===== src/rtl/sd_pkg.sv =====
// Shared definitions for the SD-host CMD-line engine: FSM encoding, response types,
// frame geometry and the serial CRC7 step.
package sd_pkg;

  localparam logic [2:0] ST_IDLE = 3'd0;
  localparam logic [2:0] ST_SEND = 3'd1;
  localparam logic [2:0] ST_WAIT = 3'd2;
  localparam logic [2:0] ST_RECV = 3'd3;
  localparam logic [2:0] ST_DONE = 3'd4;
  localparam logic [2:0] ST_GAP  = 3'd5;

  localparam logic [1:0] RESP_NONE = 2'b00;
  localparam logic [1:0] RESP_R1   = 2'b01;
  localparam logic [1:0] RESP_R2   = 2'b10;
  localparam logic [1:0] RESP_R3   = 2'b11;

  localparam int unsigned CMD_FRAME_W  = 48;
  localparam int unsigned LONG_FRAME_W = 136;
  localparam logic [6:0]  CRC7_POLY    = 7'h09;

  // One bit of x^7+x^3+1, MSB-first.
  function automatic logic [6:0] crc7_step(input logic [6:0] crc, input logic din);
    logic fb;
    fb = din ^ crc[6];
    return {crc[5:0], 1'b0} ^ (fb ? CRC7_POLY : 7'h00);
  endfunction

endpackage


===== src/rtl/sd_crc7.sv =====
// Serial CRC7 accumulator; clr restarts from zero, en folds in one bit.
module sd_crc7
  import sd_pkg::*;
(
  input  logic       clock,
  input  logic       reset,
  input  logic       clr,
  input  logic       en,
  input  logic       din,
  output logic [6:0] crc
);

  logic [6:0] r_crc;

  always_ff @(posedge clock or negedge reset) begin
    if (!reset) begin
      r_crc <= 7'h00;
    end else if (clr) begin
      r_crc <= 7'h00;
    end else if (en) begin
      r_crc <= crc7_step(r_crc, din);
    end
  end

  assign crc = r_crc;

endmodule


===== src/rtl/sd_cmd_engine.sv =====
// SD-host CMD-line engine: serialises a 48-bit command with CRC7, then captures and checks
// a 48- or 136-bit response, all paced by the sd_clk_en bit tick.
module sd_cmd_engine
  import sd_pkg::*;
#(
  parameter int unsigned TIMEOUT_BITS = 64,
  parameter int unsigned NCC_BITS     = 8,
  parameter int unsigned RESP_W       = 128
) (
  input  logic              clock,
  input  logic              reset,
  input  logic              sd_clk_en,
  input  logic              cmd_valid,
  output logic              cmd_ready,
  input  logic [5:0]        cmd_index,
  input  logic [31:0]       cmd_arg,
  input  logic [1:0]        resp_type,
  input  logic              cmd_pin_in,
  output logic              cmd_pin_out,
  output logic              cmd_oe,
  output logic              resp_valid,
  output logic [RESP_W-1:0] resp_data,
  output logic              err_timeout,
  output logic              err_crc,
  output logic              err_index,
  output logic              err_end,
  output logic              busy
);

  localparam int unsigned TO_W = $clog2(TIMEOUT_BITS + 1);

  logic [2:0]        r_state;
  logic [7:0]        r_bit_cnt;
  logic [TO_W-1:0]   r_to_cnt;
  logic [5:0]        r_index;
  logic [1:0]        r_type;
  logic [39:0]       r_tx_shift;
  logic [126:0]      r_rx_shift;
  logic              r_pin_out;
  logic              r_oe;
  logic              r_resp_valid;
  logic [RESP_W-1:0] r_resp_data;
  logic              r_err_timeout;
  logic              r_err_crc;
  logic              r_err_index;
  logic              r_err_end;

  logic              w_accept;
  logic              w_long;
  logic [7:0]        w_last_idx;
  logic              w_start;
  logic [7:0]        w_rx_k;
  logic              w_rx_feed;
  logic              w_tx_crc_en;
  logic [6:0]        w_tx_crc;
  logic [6:0]        w_rx_crc;
  logic [2:0]        w_crc_idx;
  logic              w_tx_bit;
  logic [127:0]      w_frame;
  logic              w_err_crc;
  logic              w_err_index;
  logic [RESP_W-1:0] w_resp_next;

  assign w_accept   = cmd_valid && (r_state == ST_IDLE);
  assign w_long     = (r_type == RESP_R2);
  assign w_last_idx = w_long ? 8'(LONG_FRAME_W - 1) : 8'(CMD_FRAME_W - 1);
  assign w_start    = sd_clk_en && (r_state == ST_WAIT) && !cmd_pin_in &&
                      (r_to_cnt < TO_W'(TIMEOUT_BITS));

  // Received bit ordinal (start bit = 0); CRC covers frame[47:8] or frame[127:8].
  assign w_rx_k    = (r_state == ST_WAIT) ? 8'd0 : r_bit_cnt;
  assign w_rx_feed = (w_start || (sd_clk_en && (r_state == ST_RECV))) &&
                     (w_long ? ((w_rx_k >= 8'd8) && (w_rx_k < 8'd128)) : (w_rx_k < 8'd40));

  assign w_tx_crc_en = sd_clk_en && (r_state == ST_SEND) && (r_bit_cnt < 8'd40);

  always_comb begin
    w_crc_idx = 3'(8'd46 - r_bit_cnt);
    w_tx_bit  = 1'b1;
    if (r_bit_cnt < 8'd40) begin
      w_tx_bit = r_tx_shift[39];
    end else if (r_bit_cnt < 8'd47) begin
      w_tx_bit = w_tx_crc[w_crc_idx];
    end
  end

  assign w_frame     = {r_rx_shift, cmd_pin_in};
  assign w_err_crc   = (r_type != RESP_R3) && (w_frame[7:1] != w_rx_crc);
  assign w_err_index = (r_type == RESP_R1) && (w_frame[45:40] != r_index);
  assign w_resp_next = w_long ? RESP_W'(w_frame[127:0]) : RESP_W'(w_frame[39:8]);

  sd_crc7 u_tx_crc (
    .clock (clock),
    .reset (reset),
    .clr   (w_accept),
    .en    (w_tx_crc_en),
    .din   (r_tx_shift[39]),
    .crc   (w_tx_crc)
  );

  sd_crc7 u_rx_crc (
    .clock (clock),
    .reset (reset),
    .clr   (w_accept),
    .en    (w_rx_feed),
    .din   (cmd_pin_in),
    .crc   (w_rx_crc)
  );

  always_ff @(posedge clock or negedge reset) begin
    if (!reset) begin
      r_state       <= ST_IDLE;
      r_bit_cnt     <= 8'd0;
      r_to_cnt      <= '0;
      r_index       <= 6'd0;
      r_type        <= RESP_NONE;
      r_tx_shift    <= 40'd0;
      r_rx_shift    <= '0;
      r_pin_out     <= 1'b1;
      r_oe          <= 1'b0;
      r_resp_valid  <= 1'b0;
      r_resp_data   <= '0;
      r_err_timeout <= 1'b0;
      r_err_crc     <= 1'b0;
      r_err_index   <= 1'b0;
      r_err_end     <= 1'b0;
    end else begin
      r_resp_valid <= 1'b0;
      case (r_state)
        ST_IDLE: begin
          if (w_accept) begin
            r_index       <= cmd_index;
            r_type        <= resp_type;
            r_tx_shift    <= {2'b01, cmd_index, cmd_arg};
            r_bit_cnt     <= 8'd0;
            r_err_timeout <= 1'b0;
            r_err_crc     <= 1'b0;
            r_err_index   <= 1'b0;
            r_err_end     <= 1'b0;
            r_state       <= ST_SEND;
          end
        end
        ST_SEND: begin
          if (sd_clk_en) begin
            r_pin_out  <= w_tx_bit;
            r_oe       <= 1'b1;
            r_tx_shift <= {r_tx_shift[38:0], 1'b0};
            if (r_bit_cnt == 8'd47) begin
              r_bit_cnt <= 8'd0;
              r_to_cnt  <= '0;
              // No response expected: complete now and go straight to the NCC gap.
              if (r_type == RESP_NONE) begin
                r_resp_valid <= 1'b1;
                r_state      <= ST_GAP;
              end else begin
                r_state <= ST_WAIT;
              end
            end else begin
              r_bit_cnt <= r_bit_cnt + 8'd1;
            end
          end
        end
        ST_WAIT: begin
          if (sd_clk_en) begin
            r_oe <= 1'b0;
            if (w_start) begin
              r_rx_shift <= {r_rx_shift[125:0], 1'b0};
              r_bit_cnt  <= 8'd1;
              r_state    <= ST_RECV;
            end else if (r_to_cnt == TO_W'(TIMEOUT_BITS - 1)) begin
              r_err_timeout <= 1'b1;
              r_resp_valid  <= 1'b1;
              r_state       <= ST_DONE;
            end else begin
              r_to_cnt <= r_to_cnt + 1'b1;
            end
          end
        end
        ST_RECV: begin
          if (sd_clk_en) begin
            r_rx_shift <= {r_rx_shift[125:0], cmd_pin_in};
            if (r_bit_cnt == w_last_idx) begin
              r_resp_valid <= 1'b1;
              r_resp_data  <= w_resp_next;
              r_err_end    <= !cmd_pin_in;
              r_err_crc    <= w_err_crc;
              r_err_index  <= w_err_index;
              r_state      <= ST_DONE;
            end else begin
              r_bit_cnt <= r_bit_cnt + 8'd1;
            end
          end
        end
        ST_DONE: begin
          r_bit_cnt <= 8'd0;
          r_state   <= ST_GAP;
        end
        ST_GAP: begin
          if (sd_clk_en) begin
            r_oe <= 1'b0;
            if (r_bit_cnt == 8'(NCC_BITS - 1)) begin
              r_state <= ST_IDLE;
            end else begin
              r_bit_cnt <= r_bit_cnt + 8'd1;
            end
          end
        end
        default: r_state <= ST_IDLE;
      endcase
    end
  end

  assign cmd_ready   = (r_state == ST_IDLE);
  assign busy        = !cmd_ready;
  assign cmd_pin_out = r_pin_out;
  assign cmd_oe      = r_oe;
  assign resp_valid  = r_resp_valid;
  assign resp_data   = r_resp_data;
  assign err_timeout = r_err_timeout;
  assign err_crc     = r_err_crc;
  assign err_index   = r_err_index;
  assign err_end     = r_err_end;

endmodule


===== config.mk =====
export PLATFORM = sky130hd
export DESIGN_NAME = sd_cmd_engine
export DESIGN_NICKNAME = d
export VERILOG_FILES = /design/src/rtl/sd_pkg.sv /design/src/rtl/sd_crc7.sv /design/src/rtl/sd_cmd_engine.sv
export SDC_FILE = /design/constraint.sdc
export NUM_CORES = 1
export LEC_CHECK = 0
export BUFFER_PORTS_ARGS = -buffer_cell sky130_fd_sc_hd__buf_4
export CORE_UTILIZATION = 52
export DETAILED_ROUTE_END_ITERATION = 8
export PLACE_DENSITY = 0.76
export SLEW_MARGIN = 30
export SYNTH_ARGS = -nofsm -noshare
export SYNTH_HDL_FRONTEND = slang
export SYNTH_HIERARCHICAL = 1
export SYNTH_SLANG_ARGS = --single-unit

===== constraint.sdc =====
create_clock -name clock -period 2.6 [get_ports clock]
set_clock_uncertainty 0.05 [all_clocks]
set_input_delay 0.13 -clock clock [delete_from_list [all_inputs] [get_ports clock]]
set_output_delay 0.13 -clock clock [all_outputs]
set_load 0.01 [all_outputs]

==> flow_metrics.env <==
export IMPL_outcome="completed"
export IMPL_tns_ns=0
export IMPL_pre_cts_ws_ns=0.1554
export IMPL_num_fill_cells=2108
export IMPL_ys_warn_count=6
export IMPL_worstSetupPathType="reg2reg"
export IMPL_grt_max_degree=131
export IMPL_fin_crit_sh_pct=94.81
export IMPL_ant_nets=0
export IMPL_numCtsBuffers=36
export IMPL_dieHeight_um=169.1
export IMPL_tightest_slew_ns=0.8433
export IMPL_crit_fanout=9
export IMPL_netlist_area_um2=14530
export IMPL_wl_um=31520
export IMPL_post_cts_resized=0
export IMPL_drtPass1Iterations=5
export IMPL_h_tree_depth=2
export IMPL_grt_setup_unrepaired="false"
export IMPL_vias=10360
export IMPL_cap_violations=0
export IMPL_syn_to_final_growth_pct=24.81
export IMPL_place_area_um2=16480
export IMPL_port_buffer_count=181
export IMPL_arrival_ns=2.80
export IMPL_slew_violations=0
export IMPL_whs_ns=0.1423
export IMPL_power_density_nw_per_um2=830.7
export IMPL_ctsRootBufferMaster="clkbuf_16"
export IMPL_setup_viol=0
export IMPL_period_minus_slack_ns=2.465
export IMPL_nNetsFinal=1583
export IMPL_cp_start_kind="register"
export IMPL_stdcell_area_um2=18130
export IMPL_synth_edf_count=0
export IMPL_drt_iter0_drc=562
export IMPL_timing_slew_headroom_pct=43.64
export IMPL_max_freq_mhz=405.7
export IMPL_r2r_slack_ns=0.14
export IMPL_routabilityCongestion=0.8811
export IMPL_ios=182
export IMPL_coreArea_um2=27180
export IMPL_r2r_start="r_bit_cnt[6]$_DFFE_PN0P_"
export IMPL_hold_viol_final=0
export IMPL_viasPerCell=5.358
export IMPL_fin_ws_ns=0.1350
export IMPL_final_common_cell="dfrtp_1"
export IMPL_synth_area_per_cell_um2=11.09
export IMPL_num_rows=60
export IMPL_hold_path_class="in2async"
export IMPL_grt_pass1_vias=10370
export IMPL_clock_latency_ns=0.51
export IMPL_end_kind="register"
export IMPL_cts_buffer_depth=3
export IMPL_synthTopCellsByArea="dfrtp_1 (59%), mux2_2 (9.8%), nand2_1 (7.9%)"
export IMPL_drc_errors=0
export IMPL_dieArea_um2=28610
export IMPL_syn_nets=1357
export IMPL_n_antenna_cell=0
export IMPL_start_util_pct=53.45
export IMPL_synth_seq_cells=342
export IMPL_wl_per_cell_um=16.31
export IMPL_antenna_found_initial=0
export IMPL_clock_sinks=342
export IMPL_yosysUniqueCellTypes=71
export IMPL_hpwl_um=20250
export IMPL_post_cts_setup_buffer_count=0
export IMPL_dominantRegCellSynth="dfrtp_1"
export IMPL_ff2ff_path_depth=5
export IMPL_p_leak_uw=0.008753
export IMPL_gr_usage_all_layers_pct=22.70
export IMPL_overflow=0
export IMPL_die_w_um=169.1
export IMPL_synth_top_area_cell="dfrtp_1"
export IMPL_clk_pin_slew_ns=0.06
export IMPL_cts_tree="built"
export IMPL_grt_pass1_wl_um=52830
export IMPL_multiInputGateArea_um2=5560
export IMPL_peakVddDrop_mv=0.6478
export IMPL_drive_above_1_share_pct=27.99
export IMPL_async_reset_ff_share_pct=100.0
export IMPL_most_common_layout_cells="dfrtp_1 (341), nand2_1 (305), buf_4 (221)"
export IMPL_synth_cells=1310
export IMPL_power_uw=15060
export IMPL_ys_seq_area_share_pct=58.93
export IMPL_r2r_end="r_state[0]$_DFFE_PN0P_"
export IMPL_synth_top_area_share_pct=58.75
export IMPL_crit_required_ns=2.94
export IMPL_seq_area_um2=8559
-- repair_timing --
item / CTS / global route
endpoints found under the hold margin: 121 / 0
setup endpoints to repair: 0 / 0
hold buffers: 44 / 0
-- state kept, by name, summed over array words and instances, names as in the netlist --
register,count
err_index,1
err_timeout,1
resp_valid,1
u_tx_crc/crc,7
err_crc,1
r_bit_cnt,8
r_rx_shift,127
resp_data,128
err_end,1
r_to_cnt,7
u_rx_crc/crc,7
r_state,3
cmd_pin_out,1
r_tx_shift,40
cmd_oe,1
r_index,6
r_type,2
-- cells by family after synthesis --
logic type | count (synthesis) | synth area share [%]
fa+ha+maj | 2 | 0.1723
mux | 210 | 15.66
buf+inv | 94 | 2.980
xor+xnor | 16 | 0.9648
simple gates | 401 | 11.58
flops | 342 | 58.93
compound gates | 245 | 9.717
-- metal layers --
| layer | GRT usage, % | vias up | routed length (um) |
|---|---|---|---|
| met2 | 38.67 | 281 | 15470 |
| met5 | 0 | - | 0 |
| li1 | - | 4973 | - |
| met3 | 3.358 | 40 | 1459 |
| met1 | 30.82 | 5063 | 14100 |
| met4 | 5.170 | 0 | 492 |
-- power by group --
part	internal (uW)	leakage [uW]	switching, uW	total (uW)
Combinational	1530	0.00348	2000	3540
Sequential	5890	0.00468	468	6350
Clock	3140	0.000595	2040	5170
Total	10600	0.00875	4510	15100
-- final cells by class --
cell class / count / area share [%]
inverter: 6 / 0.1242
tap: 372 / 2.567
timing repair buffer: 276 / 12.77
multi-input combinational: 874 / 30.67
clock buffer: 57 / 6.129
clock inverter: 6 / 0.5245
sequential: 342 / 47.22
-- worst max-delay path by stage --
stage	from	slack, ns	end
global placement	r_bit_cnt[6]$_DFFE_PN0P_	0.19	r_state[0]$_DFFE_PN0P_
global route	r_state[0]$_DFFE_PN0P_	0.02	r_tx_shift[15]$_DFFE_PN0P_
floorplan	r_bit_cnt[0]$_DFFE_PN0P_	0.10	resp_data[110]$_DFFE_PN0P_
finish	r_bit_cnt[6]$_DFFE_PN0P_	0.14	r_state[0]$_DFFE_PN0P_
CTS	r_bit_cnt[6]$_DFFE_PN0P_	0.15	r_state[0]$_DFFE_PN0P_
detailed placement	r_bit_cnt[6]$_DFFE_PN0P_	0.16	r_state[0]$_DFFE_PN0P_
-- stage by stage --
stage / std cells / util, %
2_1_floorplan: 1310 / -
3_3_place_gp: 1826 / 60.65
3_5_place_dp: 1826 / 60.65
4_1_cts: 1933 / 66.71
5_1_grt: 1933 / 66.71
6_report: 1933 / 66.71
-- cells in the mapped netlist, types with 2 or more instances --
cell / number
dfrtp_1: 341
nand2_1: 305
o21ai_0: 191
mux2_2: 127
mux2i_1: 81
clkbuf_1: 57
nor2_1: 35
buf_2: 15
nor3_1: 10
nand3_1: 9
xor2_1: 9
o31ai_1: 8
a21oi_1: 7
xnor2_1: 7
buf_6: 6
buf_1: 5
inv_1: 5
nor2b_1: 5
o211ai_1: 5
a211oi_1: 4
a31oi_1: 4
and3_1: 4
buf_4: 4
and3_2: 3
nand2b_1: 3
nand3b_1: 3
nand4b_1: 3
nor4_1: 3
a211o_1: 2
a22o_1: 2
ha_1: 2
nor4b_1: 2
o221a_2: 2
o311ai_0: 2
o41ai_2: 2
or3_1: 2
-- worst max-delay path: stages, from the launching register on --
cell and delay (ns):
dfrtp_1 0.47, or4_4 0.53, o311a_1 0.35, a211o_1 0.32
or2_0 0.21, o41a_1 0.41
Note: power is estimated with default switching activity, not from simulation.
